### config.mk
export PLATFORM = sky130hd
export DESIGN_NAME = ysyx_24110015_axi_arbiter
export DESIGN_NICKNAME = d
export VERILOG_FILES = /design/src/rtl/ysyx_24110015_arb_pkg.sv /design/src/rtl/ysyx_24110015_arb_pick.sv /design/src/rtl/ysyx_24110015_axi_arbiter.sv
export SDC_FILE = /design/constraint.sdc
export NUM_CORES = 1
export LEC_CHECK = 0
export ABC_AREA = 0
export CORE_AREA = 4 4 173 175
export DETAILED_ROUTE_END_ITERATION = 8
export DIE_AREA = 0 0 177 179
export MAX_ROUTING_LAYER = met4
export PLACE_DENSITY = 0.48
export RECOVER_POWER = 100
export SETUP_SLACK_MARGIN = 0.05
export SLEW_MARGIN = 20
export SYNTH_ARGS = -nofsm -noshare
export SYNTH_HDL_FRONTEND = slang
export SYNTH_SLANG_ARGS = --single-unit
### constraint.sdc
create_clock -name clk -period 3.74 [get_ports clk]
set_clock_uncertainty 0.15 [all_clocks]
set_input_delay 0.748 -clock clk [delete_from_list [all_inputs] [get_ports clk]]
set_output_delay 0.748 -clock clk [all_outputs]
set_load 0.1 [all_outputs]
### src/rtl/ysyx_24110015_arb_pkg.sv
// Shared types for the two-master AXI-lite arbiter.
//   state_t : arbiter FSM states (idle plus one grant state per master/op)
//   mid_t   : master id (M0 = IFU, M1 = LSU)
//   op_t    : transaction kind (RD / WR)
package ysyx_24110015_arb_pkg;

  typedef enum logic [2:0] {
    IDLE  = 3'd0,
    M0_RD = 3'd1,
    M0_WR = 3'd2,
    M1_RD = 3'd3,
    M1_WR = 3'd4
  } state_t;

  typedef enum logic {M0 = 1'b0, M1 = 1'b1} mid_t;

  typedef enum logic {RD = 1'b0, WR = 1'b1} op_t;

  function automatic state_t grant_state(mid_t id, op_t op);
    if (id == M1) return (op == RD) ? M1_RD : M1_WR;
    return (op == RD) ? M0_RD : M0_WR;
  endfunction

endpackage

### src/rtl/ysyx_24110015_arb_pick.sv
// Combinational winner picker for the AXI-lite arbiter.
// Build option: ARB_ROUND_ROBIN_EN selects round-robin tie breaking;
// without it the LSU (M1) always wins a tie.
// Ports:
//   req_rd[1:0]  read request per master (arvalid)
//   req_wr[1:0]  write request per master (awvalid | wvalid)
//   last_grant   master granted most recently
//   valid        at least one master is requesting
//   winner       selected master
//   op           selected operation for the winner (reads before writes)
module ysyx_24110015_arb_pick
  import ysyx_24110015_arb_pkg::*;
(
  input  logic [1:0] req_rd,
  input  logic [1:0] req_wr,
  input  mid_t       last_grant,
  output logic       valid,
  output mid_t       winner,
  output op_t        op
);

  logic [1:0] req;
  logic       winner_rd;

  assign req   = req_rd | req_wr;
  assign valid = |req;

`ifndef ARB_ROUND_ROBIN_EN
  // Fixed priority ignores history; the register still exists in the top.
  logic unused_last_grant;
  assign unused_last_grant = last_grant;
`endif

  always_comb begin
    winner = M0;
    if (req[0] && req[1]) begin
`ifdef ARB_ROUND_ROBIN_EN
      winner = (last_grant == M0) ? M1 : M0;
`else
      winner = M1;
`endif
    end else if (req[1]) begin
      winner = M1;
    end
  end

  assign winner_rd = (winner == M1) ? req_rd[1] : req_rd[0];
  assign op        = winner_rd ? RD : WR;

endmodule

### src/rtl/ysyx_24110015_axi_arbiter.sv
// Two-to-one AXI-lite arbiter: IFU (master 0) and LSU (master 1) share
// one memory-side slave. A granted master owns the slave from address
// acceptance until its response handshake; one idle cycle follows.
// Build option: ARB_ROUND_ROBIN_EN (see ysyx_24110015_arb_pick).
// Ports:
//   clk, rst        clock, synchronous active-high reset
//   ifu_*, lsu_*    master-side AR/R/AW/W/B channels (arbiter is slave)
//   mem_*           shared downstream AR/R/AW/W/B channels (arbiter is master)
module ysyx_24110015_axi_arbiter
  import ysyx_24110015_arb_pkg::*;
#(
  parameter int ADDR_W = 32,
  parameter int DATA_W = 32
) (
  input  logic                clk,
  input  logic                rst,
  // IFU
  input  logic [ADDR_W-1:0]   ifu_araddr,
  input  logic [2:0]          ifu_arsize,
  input  logic                ifu_arvalid,
  output logic                ifu_arready,
  output logic [DATA_W-1:0]   ifu_rdata,
  output logic [1:0]          ifu_rresp,
  output logic                ifu_rvalid,
  input  logic                ifu_rready,
  input  logic [ADDR_W-1:0]   ifu_awaddr,
  input  logic                ifu_awvalid,
  output logic                ifu_awready,
  input  logic [DATA_W-1:0]   ifu_wdata,
  input  logic [DATA_W/8-1:0] ifu_wstrb,
  input  logic                ifu_wvalid,
  output logic                ifu_wready,
  output logic [1:0]          ifu_bresp,
  output logic                ifu_bvalid,
  input  logic                ifu_bready,
  // LSU
  input  logic [ADDR_W-1:0]   lsu_araddr,
  input  logic [2:0]          lsu_arsize,
  input  logic                lsu_arvalid,
  output logic                lsu_arready,
  output logic [DATA_W-1:0]   lsu_rdata,
  output logic [1:0]          lsu_rresp,
  output logic                lsu_rvalid,
  input  logic                lsu_rready,
  input  logic [ADDR_W-1:0]   lsu_awaddr,
  input  logic                lsu_awvalid,
  output logic                lsu_awready,
  input  logic [DATA_W-1:0]   lsu_wdata,
  input  logic [DATA_W/8-1:0] lsu_wstrb,
  input  logic                lsu_wvalid,
  output logic                lsu_wready,
  output logic [1:0]          lsu_bresp,
  output logic                lsu_bvalid,
  input  logic                lsu_bready,
  // memory side
  output logic [ADDR_W-1:0]   mem_araddr,
  output logic [2:0]          mem_arsize,
  output logic                mem_arvalid,
  input  logic                mem_arready,
  input  logic [DATA_W-1:0]   mem_rdata,
  input  logic [1:0]          mem_rresp,
  input  logic                mem_rvalid,
  output logic                mem_rready,
  output logic [ADDR_W-1:0]   mem_awaddr,
  output logic                mem_awvalid,
  input  logic                mem_awready,
  output logic [DATA_W-1:0]   mem_wdata,
  output logic [DATA_W/8-1:0] mem_wstrb,
  output logic                mem_wvalid,
  input  logic                mem_wready,
  input  logic [1:0]          mem_bresp,
  input  logic                mem_bvalid,
  output logic                mem_bready
);

  state_t state_q, state_d;
  mid_t   last_grant_q, last_grant_d;
  logic   pick_valid;
  mid_t   pick_id;
  op_t    pick_op;

  ysyx_24110015_arb_pick u_pick (
    .req_rd     ({lsu_arvalid, ifu_arvalid}),
    .req_wr     ({lsu_awvalid | lsu_wvalid, ifu_awvalid | ifu_wvalid}),
    .last_grant (last_grant_q),
    .valid      (pick_valid),
    .winner     (pick_id),
    .op         (pick_op)
  );

  always_ff @(posedge clk) begin
    if (rst) begin
      state_q      <= IDLE;
      last_grant_q <= M0;
    end else begin
      state_q      <= state_d;
      last_grant_q <= last_grant_d;
    end
  end

  always_comb begin
    state_d      = state_q;
    last_grant_d = last_grant_q;
    case (state_q)
      IDLE: begin
        if (pick_valid) begin
          state_d      = grant_state(pick_id, pick_op);
          last_grant_d = pick_id;
        end
      end
      M0_RD, M1_RD: if (mem_rvalid && mem_rready) state_d = IDLE;
      M0_WR, M1_WR: if (mem_bvalid && mem_bready) state_d = IDLE;
      default:      state_d = IDLE;
    endcase
  end

  logic rd_act, wr_act, sel_lsu;
  assign rd_act  = (state_q == M0_RD) || (state_q == M1_RD);
  assign wr_act  = (state_q == M0_WR) || (state_q == M1_WR);
  assign sel_lsu = (state_q == M1_RD) || (state_q == M1_WR);

  // Request-side fields of whichever master holds the grant.
  logic [ADDR_W-1:0]   s_araddr, s_awaddr;
  logic [2:0]          s_arsize;
  logic [DATA_W-1:0]   s_wdata;
  logic [DATA_W/8-1:0] s_wstrb;
  logic                s_arvalid, s_rready, s_awvalid, s_wvalid, s_bready;

  assign s_araddr  = sel_lsu ? lsu_araddr  : ifu_araddr;
  assign s_arsize  = sel_lsu ? lsu_arsize  : ifu_arsize;
  assign s_arvalid = sel_lsu ? lsu_arvalid : ifu_arvalid;
  assign s_rready  = sel_lsu ? lsu_rready  : ifu_rready;
  assign s_awaddr  = sel_lsu ? lsu_awaddr  : ifu_awaddr;
  assign s_awvalid = sel_lsu ? lsu_awvalid : ifu_awvalid;
  assign s_wdata   = sel_lsu ? lsu_wdata   : ifu_wdata;
  assign s_wstrb   = sel_lsu ? lsu_wstrb   : ifu_wstrb;
  assign s_wvalid  = sel_lsu ? lsu_wvalid  : ifu_wvalid;
  assign s_bready  = sel_lsu ? lsu_bready  : ifu_bready;

  always_comb begin
    mem_araddr  = '0;
    mem_arsize  = '0;
    mem_arvalid = 1'b0;
    mem_rready  = 1'b0;
    mem_awaddr  = '0;
    mem_awvalid = 1'b0;
    mem_wdata   = '0;
    mem_wstrb   = '0;
    mem_wvalid  = 1'b0;
    mem_bready  = 1'b0;
    if (rd_act) begin
      mem_arvalid = s_arvalid;
      mem_araddr  = s_arvalid ? s_araddr : '0;
      mem_arsize  = s_arvalid ? s_arsize : '0;
      mem_rready  = s_rready;
    end
    if (wr_act) begin
      mem_awvalid = s_awvalid;
      mem_awaddr  = s_awvalid ? s_awaddr : '0;
      mem_wvalid  = s_wvalid;
      mem_wdata   = s_wvalid ? s_wdata : '0;
      mem_wstrb   = s_wvalid ? s_wstrb : '0;
      mem_bready  = s_bready;
    end
  end

  always_comb begin
    ifu_arready = 1'b0;
    ifu_rvalid  = 1'b0;
    ifu_rdata   = '0;
    ifu_rresp   = '0;
    ifu_awready = 1'b0;
    ifu_wready  = 1'b0;
    ifu_bvalid  = 1'b0;
    ifu_bresp   = '0;
    lsu_arready = 1'b0;
    lsu_rvalid  = 1'b0;
    lsu_rdata   = '0;
    lsu_rresp   = '0;
    lsu_awready = 1'b0;
    lsu_wready  = 1'b0;
    lsu_bvalid  = 1'b0;
    lsu_bresp   = '0;
    case (state_q)
      M0_RD: begin
        ifu_arready = mem_arready;
        ifu_rvalid  = mem_rvalid;
        ifu_rdata   = mem_rdata;
        ifu_rresp   = mem_rresp;
      end
      M0_WR: begin
        ifu_awready = mem_awready;
        ifu_wready  = mem_wready;
        ifu_bvalid  = mem_bvalid;
        ifu_bresp   = mem_bresp;
      end
      M1_RD: begin
        lsu_arready = mem_arready;
        lsu_rvalid  = mem_rvalid;
        lsu_rdata   = mem_rdata;
        lsu_rresp   = mem_rresp;
      end
      M1_WR: begin
        lsu_awready = mem_awready;
        lsu_wready  = mem_wready;
        lsu_bvalid  = mem_bvalid;
        lsu_bresp   = mem_bresp;
      end
      default: ;
    endcase
  end

endmodule

==> impl_metrics.tcl <==
set metrics [dict create \
    outcome "complete, no violations" \
    grt_max_degree 54 \
    crit_buf_inv 2 \
    path_clk_slew_ns 0.03 \
    regMostFlops "state_q" \
    max_slew_margin 0.192 \
    clock-sinks 3 \
    core_area_mm2 0.0285 \
    cts_tree "yes" \
    worstSetupStartpoint "lsu_wvalid" \
    r2r_slack_ns 1.43 \
    timing.setup.tns_ns 0 \
    nFillCells 3202 \
    ys_ff_latch 3 \
    drtIter0Drc 199 \
    antenna_found_initial 1 \
    postCtsSetupBuffers 0 \
    timing.rr.start "state_q[0]$_SDFFE_PP0P_" \
    setup_viol_count_final 0 \
    synthCells 485 \
    dieArea_mm2 0.0317 \
    startpoint_type "primary input" \
    drc 0 \
    clk_latency_ns 0.23 \
    drt-wirelength-per-cell_um 16.8 \
    htreeDepth 1 \
    crit_path_max_fanout 37 \
    worst_ep_required_time_ns 2.84 \
    io_buffers 448 \
    layout.nets 1161 \
    syn_nets 744 \
    synth_cell_types 30 \
    die_w_um 177 \
    avgSynthCellArea_um2 4.95 \
    cts_resized 0 \
    layout-drive-gt1-share 0.231 \
    io_pins 449 \
    pwr-share-clk 0.048 \
    initial_core_util 0.0843 \
    ir_drop_v 0.000233 \
    power.internal_mw 1.06 \
    ant_nets 0 \
    largest_reg_flops 3 \
    post-route-min-period_ns 3.58 \
    hold_buffers 0 \
    reg.largest.list "state_q x3" \
    synth_warnings 0 \
    sw_frac_of_total 0.707 \
    cap_violations 0 \
    power_switching_mw 2.56 \
    worstSetupEndpointType "output port" \
    cp_cell_sequence "clkdlybuf4s50_1 -> a22oi_1 -> or2_2 -> a21oi_1 -> buf_2" \
    viasPerCell 3.86 \
    die-height_um 179 \
    cpLargestDelayFamily "buffers and inverters" \
    syn2layout_area_growth_pct 208 \
    slowest_delay_ns 0.58 \
    p_seq_frac 0.017 \
    r2r_end "state_q[1]$_SDFFE_PP0P_" \
    vias 4960 \
    final_hold_viol_count 0 \
    hold_slack_ns 0.535 \
    rows 62 \
    finalCritPeriodShare 0.958 \
    powerDensity_mw_per_mm2 490 \
    report.final.slew_viol_count 0 \
    grt_pass1_wl_mm 29.9 \
    drt-total-wl_mm 21.6 \
    hold_end "state_q[2]$_SDFFE_PP0P_" \
    p_leak_nw 3.29 \
    combPwrFrac 0.935 \
    gr-total-overflow 0 \
    hold_class "reg2reg" \
    rsz0062_at_grt "false" \
    tightest_slew_ns 1.22 \
    r2r_cells 5 \
    drt_first_pass_iters 5 \
    path_class "in2out" \
    clockBufferDepth 2 \
    mappedNetlistArea_mm2 0.00240 \
    cp_slowest_cell "or2_2" \
    grt_use_total 0.123 \
    grt_pass1_vias 5045 \
    max_freq_mhz 279 \
    place_hpwl_mm 18.0 \
    hp-start "state_q[1]$_SDFFE_PP0P_" \
    hold_path_depth 3 \
    yosysSeqAreaShare 0.0250 \
    cp.arrival_ns 2.69 \
    cts_buffers 3 \
    gp_congestion 0.875 \
    cts-root-buf "clkbuf_16" \
]
-- final cells by class --
type / count / area (um^2) / area share
Clock buffer: 4 / 78.8 / 0.0107
Multi-Input combinational cell: 429 / 2080 / 0.282
Tap cell: 384 / 480 / 0.0649
Antenna cell: 1 / 2.50 / 0.000338
Timing Repair Buffer: 460 / 4670 / 0.632
Inverter: 5 / 18.8 / 0.00254
Sequential cell: 3 / 60.1 / 0.00812
-- metrics by stage --
stage               utilization  power, mW  worst slack (ns)  area [um^2]  instances
floorplan                     -       2.48           -0.0211         2430        485
global placement          0.296       3.85             0.288         8430       1281
detailed placement        0.296       3.85             0.238         8430       1281
CTS                       0.299       4.03             0.230         8510       1285
global route              0.260       3.78            0.0679         7400       1286
finish                    0.260       3.62             0.155         7400       1286
-- cell usage in the layout (no fill, tap or decap), types with 2 or more instances in the layout --
cell type	instances
or2_2	2
a22oi_1	4
and3_1	35
clkdlybuf4s50_1	255
clkbuf_1	11
clkbuf_4	18
inv_1	5
and2_0	22
dfxtp_1	3
buf_12	69
nand2_1	210
nor3_2	2
a21oi_1	99
clkbuf_2	72
o21ai_0	4
buf_2	28
dlygate4sd3_1	3
a21oi_2	6
nor3_1	3
and2_1	23
buf_4	5
clkbuf_16	3
nor2_1	3
and2b_1	3
-- kinds of logic (layout without fill, tap and decap cells) --
family,Yosys count,in the layout,share of synthesized area
AND/OR/NAND/NOR,311,311,0.594
AO/OA/AOI/OAI,116,116,0.250
buffers and inverters,53,469,0.123
flip-flops,3,3,0.0250
multiplexers,2,2,0.00886
other,0,1,0
-- worst register-to-register path, cell delays in order, from the launching register on --
cell and delay, ns:
dfxtp_1 0.58, and2b_1 0.23, clkbuf_2 0.49, o21ai_0 0.34, o21a_1 0.18, a221oi_1 0.24
-- Yosys cell counts (all sizes together) --
cell type | count | area, um^2
nor4 | 1 | 6.26
nor2 | 4 | 17.5
o21ai | 4 | 20.0
nand2b | 1 | 6.26
a22oi | 4 | 30.0
mux2i | 1 | 10.0
inv | 5 | 18.8
and3b | 1 | 8.76
nand2 | 210 | 788
a221oi | 1 | 8.76
and2b | 3 | 22.5
or2 | 3 | 18.8
clkbuf | 18 | 67.6
buf | 30 | 208
and3 | 35 | 219
o211ai | 1 | 7.51
nor3 | 5 | 25.0
and2 | 45 | 282
nand3 | 1 | 5.00
dfxtp | 3 | 60.1
nor3b | 2 | 26.3
a21oi | 105 | 526
mux2 | 1 | 11.3
o21a | 1 | 7.51
-- worst max path at each step --
stage / endpoint / slack, ns / cells past startpoint
after floorplan: mem_wdata[22] / -0.02 / 5
after CTS: mem_wstrb[1] / 0.23 / 5
after global routing: mem_wdata[15] / 0.07 / 5
after detailed placement: mem_wstrb[1] / 0.24 / 5
after global placement: mem_wdata[14] / 0.29 / 5
final: mem_wdata[15] / 0.16 / 5
-- power by group through the flow --
stage | combinational [mW] | sequential, mW | clock (mW)
final | 3.39 | 0.0609 | 0.173
after global placement | 3.79 | 0.0608 | 0
after global routing | 3.54 | 0.0629 | 0.177
after floorplan | 2.43 | 0.0468 | 0
after CTS | 3.79 | 0.0606 | 0.174
after detailed placement | 3.79 | 0.0610 | 0
-- routing by layer --
| layer | track usage | vias up | wire length [um] |
|---|---|---|---|
| li1 | - | 2408 | - |
| met1 | 0.146 | 2226 | 8670 |
| met2 | 0.216 | 311 | 10500 |
| met3 | 0.0314 | 15 | 2180 |
| met4 | 0.0142 | 0 | 176 |
| met5 | - | - | 0 |
No activity file was read; power rests on OpenSTA's default activity.
